[src/rtl/vram_row_reader_pkg.sv]
// Shared frame geometry and scan FSM encoding, used by the row reader and the
// frame-buffer side so both agree on row width and pixel packing.
package vram_row_reader_pkg;

  localparam int VRAM_ROWS  = 64;
  localparam int VRAM_COLS  = 64;
  localparam int VRAM_PIX_W = 8;
  localparam int VRAM_ROW_W = VRAM_COLS * VRAM_PIX_W;
  localparam int CNT_W      = 6;

  typedef enum logic [1:0] {
    IDLE  = 2'd0,
    REQ   = 2'd1,
    LOAD  = 2'd2,
    SHIFT = 2'd3
  } state_e;

endpackage

[src/rtl/vram_row_serializer.sv]
// Holds one captured frame row and hands it out pixel by pixel over a
// valid/ready handshake, tracking the current column.
module vram_row_serializer
  import vram_row_reader_pkg::*;
#(
  parameter int COLS  = VRAM_COLS,
  parameter int PIX_W = VRAM_PIX_W
) (
  input  logic                  clk,
  input  logic                  rst,
  input  logic                  clear_i,
  input  logic                  load_i,
  input  logic                  active_i,
  input  logic [COLS*PIX_W-1:0] row_data_i,
  input  logic                  pix_ready_i,
  output logic [PIX_W-1:0]      pix_data_o,
  output logic                  pix_valid_o,
  output logic [CNT_W-1:0]      col_o,
  output logic                  last_xfer_o
);

  // Handshake: a pixel moves only on a cycle where pix_valid_o and pix_ready_i
  // are both 1; while ready is low, data and column hold unchanged.
  localparam logic [CNT_W-1:0] LAST_COL = CNT_W'(COLS - 1);

  logic [COLS*PIX_W-1:0] buf_q, buf_d;
  logic [CNT_W-1:0]      col_q, col_d;
  logic                  xfer;

  assign pix_valid_o = active_i;
  assign xfer        = active_i & pix_ready_i;
  assign last_xfer_o = xfer & (col_q == LAST_COL);
  assign pix_data_o  = buf_q[PIX_W-1:0];
  assign col_o       = col_q;

  always_comb begin
    buf_d = buf_q;
    col_d = col_q;
    if (clear_i) begin
      col_d = '0;
    end
    if (load_i) begin
      buf_d = row_data_i;
    end else if (xfer) begin
      buf_d = buf_q >> PIX_W;
      col_d = (col_q == LAST_COL) ? '0 : col_q + 1'b1;
    end
  end

  always_ff @(posedge clk) begin
    if (rst) begin
      buf_q <= '0;
      col_q <= '0;
    end else begin
      buf_q <= buf_d;
      col_q <= col_d;
    end
  end

endmodule

[src/rtl/vram_row_reader.sv]
// Scans a whole frame out of a registered-read frame buffer one row at a time,
// streaming the pixels of each row through the serializer.
module vram_row_reader
  import vram_row_reader_pkg::*;
#(
  parameter int ROWS  = VRAM_ROWS,
  parameter int COLS  = VRAM_COLS,
  parameter int PIX_W = VRAM_PIX_W
) (
  input  logic                  clk,
  input  logic                  rst,
  input  logic                  start,
  output logic                  rd,
  output logic [CNT_W-1:0]      rd_addr,
  input  logic [COLS*PIX_W-1:0] row_data,
  output logic [PIX_W-1:0]      pix_data,
  output logic                  pix_valid,
  input  logic                  pix_ready,
  output logic [CNT_W-1:0]      pix_x,
  output logic [CNT_W-1:0]      pix_y,
  output logic                  row_done,
  output logic                  frame_done,
  output logic                  busy,
  output state_e                dbg_state
);

  localparam logic [CNT_W-1:0] LAST_ROW = CNT_W'(ROWS - 1);

  state_e           state_q, state_d;
  logic [CNT_W-1:0] row_q, row_d;
  logic             clear_col;
  logic             load_row;
  logic             last_xfer;

  always_comb begin
    state_d   = state_q;
    row_d     = row_q;
    clear_col = 1'b0;
    load_row  = 1'b0;
    case (state_q)
      IDLE: begin
        if (start) begin
          row_d     = '0;
          clear_col = 1'b1;
          state_d   = REQ;
        end
      end
      REQ:  state_d = LOAD;
      LOAD: begin
        load_row = 1'b1;
        state_d  = SHIFT;
      end
      SHIFT: begin
        if (last_xfer) begin
          if (row_q == LAST_ROW) begin
            state_d = IDLE;
          end else begin
            row_d   = row_q + 1'b1;
            state_d = REQ;
          end
        end
      end
      default: state_d = IDLE;
    endcase
  end

  always_ff @(posedge clk) begin
    if (rst) begin
      state_q <= IDLE;
      row_q   <= '0;
    end else begin
      state_q <= state_d;
      row_q   <= row_d;
    end
  end

  vram_row_serializer #(
    .COLS  (COLS),
    .PIX_W (PIX_W)
  ) u_ser (
    .clk         (clk),
    .rst         (rst),
    .clear_i     (clear_col),
    .load_i      (load_row),
    .active_i    (state_q == SHIFT),
    .row_data_i  (row_data),
    .pix_ready_i (pix_ready),
    .pix_data_o  (pix_data),
    .pix_valid_o (pix_valid),
    .col_o       (pix_x),
    .last_xfer_o (last_xfer)
  );

  // Pulses are masked by rst so a pixel discarded by reset reports no completion.
  assign row_done   = last_xfer & ~rst;
  assign frame_done = last_xfer & (row_q == LAST_ROW) & ~rst;

  assign rd        = (state_q == REQ);
  assign rd_addr   = row_q;
  assign pix_y     = row_q;
  assign busy      = (state_q != IDLE);
  assign dbg_state = state_q;

endmodule

[config.mk]
export PLATFORM = sky130hd
export DESIGN_NAME = vram_row_reader
export DESIGN_NICKNAME = d
export VERILOG_FILES = /design/src/rtl/vram_row_reader_pkg.sv /design/src/rtl/vram_row_serializer.sv /design/src/rtl/vram_row_reader.sv
export SDC_FILE = /design/constraint.sdc
export NUM_CORES = 1
export LEC_CHECK = 0
export BUFFER_PORTS_ARGS = -buffer_cell sky130_fd_sc_hd__buf_2
export CORE_ASPECT_RATIO = 0.6
export CORE_MARGIN = 2
export CORE_UTILIZATION = 55
export DETAILED_ROUTE_END_ITERATION = 8
export MAX_ROUTING_LAYER = met4
export PLACE_DENSITY = 0.79
export SYNTH_ARGS = -nofsm -noshare
export SYNTH_HDL_FRONTEND = slang
export SYNTH_HIERARCHICAL = 1
export SYNTH_SLANG_ARGS = --single-unit
[constraint.sdc]
create_clock -name clk -period 2.2 [get_ports clk]
set_input_delay 0.11 -clock clk [delete_from_list [all_inputs] [get_ports clk]]
set_output_delay 0.11 -clock clk [all_outputs]
set_load 0.01 [all_outputs]
==> results of run 1 <==
-- power breakdown --
part | internal (µW) | switching, µW
clock | 5270 | 3970
sequential | 12600 | 2140
combinational | 7380 | 9940
-- worst paths after layout --
path | slack (ps) | end
setup / recovery | 70 | u_ser/buf_q[120]
setup reg to reg | 70 | u_ser/buf_q[120]
hold / removal | 3 | u_ser/buf_q[361]
hold reg to reg | 500 | u_ser/buf_q[132]
-- kinds of logic (layout without fill, tap and decap cells) --
logic type	Yosys count	after routing	synth area share
DFF	526	526	0.4282
and+or+nand+nor	551	551	0.08762
other	0	31	0
adders and majority gates	7	7	0.003561
AOI/OAI and AO/OA	542	542	0.2054
buffers and inverters	249	1212	0.06925
muxes	506	506	0.2060
-- registers in the layout, indices dropped and copies added (netlist names) --
signal and cells:
pix_y 6, dbg_state 2, u_ser/col_o 6, u_ser/buf_q 512
-- area by class of cell --
cell class | instances | share of cell area
multi-input combinational | 1606 | 0.3616
sequential | 526 | 0.3073
timing repair buffer | 1121 | 0.2579
clock buffer | 67 | 0.04189
tap | 579 | 0.02113
clock inverter | 19 | 0.007371
antenna | 31 | 0.002263
inverter | 5 | 0.0005474
-- tightest hold or removal path, stage by stage --
cell and delay [ps]:
buf_2 80, mux2i_1 100, a211oi_2 220
-- metrics by stage --
stage               cells  hold WS [ps]  setup TNS (ps)  utilization
floorplan            2381         179.1               0            -
global placement     3339         366.1               0       0.6291
detailed placement   3339         375.3          -3.639       0.6291
CTS                  3923        0.4321               0       0.7821
global route         3950         6.898          -18.77       0.7843
finish               3954         3.170               0       0.7846
-- repair_timing --
action,CTS,global route
gates cloned,0,0
endpoints found under the setup margin,2,102
hold buffers,498,0
endpoints found under the hold margin,499,0
resized for setup,4,9
pin swaps,0,1
-- synthesized netlist by cell type (2+ instances only) --
master / n
o21ai_0: 5
o22ai_1: 2
o211ai_1: 2
buf_6: 48
inv_1: 4
a211oi_1: 307
nand2b_1: 2
clkbuf_1: 42
o32ai_1: 2
a21oi_1: 6
o31ai_1: 2
nor2b_1: 2
a311oi_1: 3
a41oi_1: 2
buf_8: 11
a22oi_1: 7
buf_2: 95
a211oi_2: 200
or3b_1: 2
nand2_1: 10
buf_4: 37
dfxtp_1: 526
buf_1: 9
nor2_1: 515
ha_1: 7
nand3_1: 5
or2_2: 2
mux2i_1: 506
-- metal layers --
metal / routed length (µm) / share of wire / GRT usage
met3: 6628 / 0.074 / 0.06911
met5: 0 / 0 / -
met2: 43830 / 0.49 / 0.6439
met4: 6477 / 0.072 / 0.2455
met1: 32420 / 0.36 / 0.4143
==> summary.md, run 1 <==
| Metric | Value |
|---|---|
| Synth Flop Type | `dfxtp_1` |
| Fin nets | `3832` |
| Post-Place Setup Slack | `-3.639 ps` |
| Hold depth | `3` |
| CP startpoint | `dbg_state[1]` |
| Syn_nets | `2904` |
| CP Depth | `7` |
| Arrival @ worst endpoint | `2570 ps` |
| Grt ovf | `0` |
| CTS clk-pin slew, worst paths | `70 ps` |
| Number of global-route vias before repair | `24.75k` |
| Crit-path cells | `ha_1 -> buf_4 -> a21o_4 -> buf_16 -> buf_12 -> nor2_1 -> a211oi_1` |
| Fin. Hold Viols | `0` |
| Via count | `23.62k` |
| Final setup fails | `0` |
| VDD IR max | `0.0008384 V` |
| EDFF count, synth | `0` |
| Status | `complete, no violations` |
| Placed cell areas | `0.02749 mm²` |
| Postcts setup bufs | `0` |
| Crit path max fanout | `57` |
| Worst setup margin | `65.47 ps` |
| Clock latency on the worst-skew pair | `570 ps` |
| Synth Register Bits | `526` |
| LEAKAGE | `0.01207 µW` |
| Hold WC Path Type | `in2reg` |
| Layout cells sized above 1 | `0.2751` |
| Clk_skew | `22.21 ps` |
| First-pass detailed-route iteration total | `6` |
| Async S/R FF share, synth | `0` |
| Min-delay src | `row_data[361]` |
| Register area | `0.01054 mm²` |
| Cells after Synth | `2381` |
| Die X | `277.0 µm` |
| Crit-path leading delay family | `buffers and inverters` |
| Number of DRC markers in iteration 0 | `2541` |
| RR Startpoint | `dbg_state[1]` |
| Syn-to-layout area delta | `39.43%` |
| R2R depth | `7` |
| Power Density | `1205 mW/mm²` |
| IO buf count | `548` |
| CTS Buf Count | `49` |
| Ranking of synthesized cells by area | `dfxtp_1, mux2i_1, a211oi_2` |
| Area of the multi-input gates | `0.01240 mm²` |
| Die footprint | `0.04647 mm²` |
| Commonest cells after routing, fill and taps aside | `buf_2, dfxtp_1, nor2_1` |
| Pwr Total | `41320 µW` |
| IO Count | `549` |
| Number of routed nets with antenna violations | `0` |
| Crit path time final | `2135 ps` |
| Largest area contributor in the netlist | `dfxtp_1` |
| Via/cell ratio | `5.974` |
| DRC viols | `0` |
| Slew @ Worst Pin | `644.2 ps` |
| Total wire length | `89360 µm` |
| Slowest CP cell | `dfxtp_2` |
| Deepest clock path buffer count | `3` |
| Yosys cell types | `48` |
| Fmax | `468.5 MHz` |
| GP Congestion | `0.9211` |
| Fill cells | `2367` |
| TritonCTS clock tree | `yes` |
| Post-synthesis sequential area ratio | `0.4282` |
| Max-cap violation count | `0` |
| Initial core utilization | `0.5627` |
| Hpwl dp | `48580 µm` |
| Std-Cell Rows | `59` |
| Design area | `0.03429 mm²` |
| Synthesized area | `0.02459 mm²` |
| Pin count of the biggest net entering global routing | `106` |
| Crit end category | `flip-flop` |
| H-tree levels | `2` |
| CP max stage delay | `400 ps` |
| Fin. max-slew vios | `0` |
| Post-synth top area share | `0.4282` |
| Total core area | `0.04370 mm²` |
| Data required, critical path | `2630 ps` |
| Buf/Inv on CP | `3` |
| WL/cell | `22.60 µm` |
| Yosys warning count | `6` |
| Clk sinks | `526` |
| CP Launch Type | `flip-flop` |
| Commonest non-fill, non-tap cell in the layout | `buf_2` |
| Initial antenna violation count | `26` |
| Setup CP Type | `reg2reg` |
| All-layer global routing usage | `0.3798` |
| Mapped Avg Cell Area | `10.33 µm²` |
| Die Y | `167.8 µm` |
| Slew headroom | `0.5705` |
| First-pass GRT wire length | `135900 µm` |
| Fin crit share | `0.9702` |
| Clk root buf | `clkbuf_16` |
No activity file was read; power rests on OpenSTA's default activity.
==> inputs of run 2 (changes only) <==
--- a/config.mk
+++ b/config.mk
@@ -5,13 +5,14 @@
 export SDC_FILE = /design/constraint.sdc
 export NUM_CORES = 1
 export LEC_CHECK = 0
+export ABC_AREA = 1
 export BUFFER_PORTS_ARGS = -buffer_cell sky130_fd_sc_hd__buf_2
 export CORE_ASPECT_RATIO = 0.6
 export CORE_MARGIN = 2
-export CORE_UTILIZATION = 55
+export CORE_UTILIZATION = 54
 export DETAILED_ROUTE_END_ITERATION = 8
 export MAX_ROUTING_LAYER = met4
-export PLACE_DENSITY = 0.79
+export PLACE_DENSITY = 0.78
 export SYNTH_ARGS = -nofsm -noshare
 export SYNTH_HDL_FRONTEND = slang
 export SYNTH_HIERARCHICAL = 1
==> summary.md, run 2 <==
| Metric | Value |
|---|---|
| Yosys cell types | `30 (-38%)` |
| Clk root buf | `clkbuf_16` |
| Mapped Avg Cell Area | `6.983 µm² (-32%)` |
| Most frequent cell after synthesis | `o21ai_0` |
| Die X | `273.2 µm (-1.4%)` |
| Grt ovf | `4` |
| Std-Cell Rows | `59 (unchanged)` |
| Cells after Synth | `3363 (+41%)` |
| Number of global-route vias before repair | `27.75k` |
| Status | `aborted with a tool error` |
| Initial core utilization | `0.5447 (-0.01801)` |
| Ranking of synthesized cells by area | `dfxtp_1, o21ai_0, nand2_1` |
| Post-synth top area share | `0.4484 (+0.02021)` |
| Fail Step | `global routing (5_1_grt)` |
| IO Count | `549 (unchanged)` |
| Synthesized area | `0.02348 mm² (-4.5%)` |
| Clk sinks | `526 (unchanged)` |
| Error | `[ERROR GRT-0116] Global routing finished with congestion. Check the congestion regions in the DRC Viewer.` |
| Synth Register Bits | `526 (unchanged)` |
| Pin count of the biggest net entering global routing | `131` |
| Largest area contributor in the netlist | `dfxtp_1` |
| Syn_nets | `3886 (+34%)` |
| Postcts setup bufs | `0 (unchanged)` |
| Synth top cells by count | `o21ai_0, nand2_1, dfxtp_1, a21oi_1, inv_1` |
| Placed Instances | `4267 (+28%)` |
| First-pass GRT wire length | `138400 µm` |
| IO buf count | `548 (unchanged)` |
| All-layer global routing usage | `0.3939` |
| EDFF count, synth | `0 (unchanged)` |
| GP Congestion | `0.9342 (+1.4%)` |
| Async S/R FF share, synth | `0 (unchanged)` |
| Deepest clock path buffer count | `3 (unchanged)` |
| CTS Buf Count | `49 (unchanged)` |
| Post-Place Setup Slack | `177.4 ps (+181.1 ps)` |
| Synth Flop Type | `dfxtp_1` |
| Die Y | `165.5 µm (-1.3%)` |
| Hpwl dp | `46470 µm (-4.4%)` |
| Yosys warning count | `6 (unchanged)` |
| H-tree levels | `2 (unchanged)` |
| Post-synthesis sequential area ratio | `0.4484 (+0.02021)` |
==> run 2: cell count changes after synthesis, sizes merged, moves of 370 or more <==
cell / change
mux2i: -506
nor2: -495
inv: +375
o21ai: +848
a21oi: +370
nand2: +717
a211oi: -507
==> run 2: per-stage QoR <==
step                hold WS, ps  cell area [µm²]
detailed placement        370.8            26530
CTS                      0.2597            33090
global placement          367.6            26530
floorplan                 179.1            23480
==> run 2: kinds of logic after synthesis <==
logic type	Yosys count	share of synthesized area
flip-flops	526	0.4484
buffers and inverters	680	0.1182
AND/OR/NAND/NOR	775	0.1286
adder cells (fa/ha/maj)	7	0.003730
AO/OA/AOI/OAI	1375	0.3010
==> run 2: timing repair <==
action                     4_1_cts
gates resized for setup          9
hold endpoints to repair       488
hold buffers                   488
setup endpoints to repair        1
==> run 2: layer usage <==
metal / global-route usage / overflow
met4: 0.2774 / 0
met1: 0.4347 / 0
met2: 0.6139 / 2
met3: 0.1202 / 2
met5: - / -
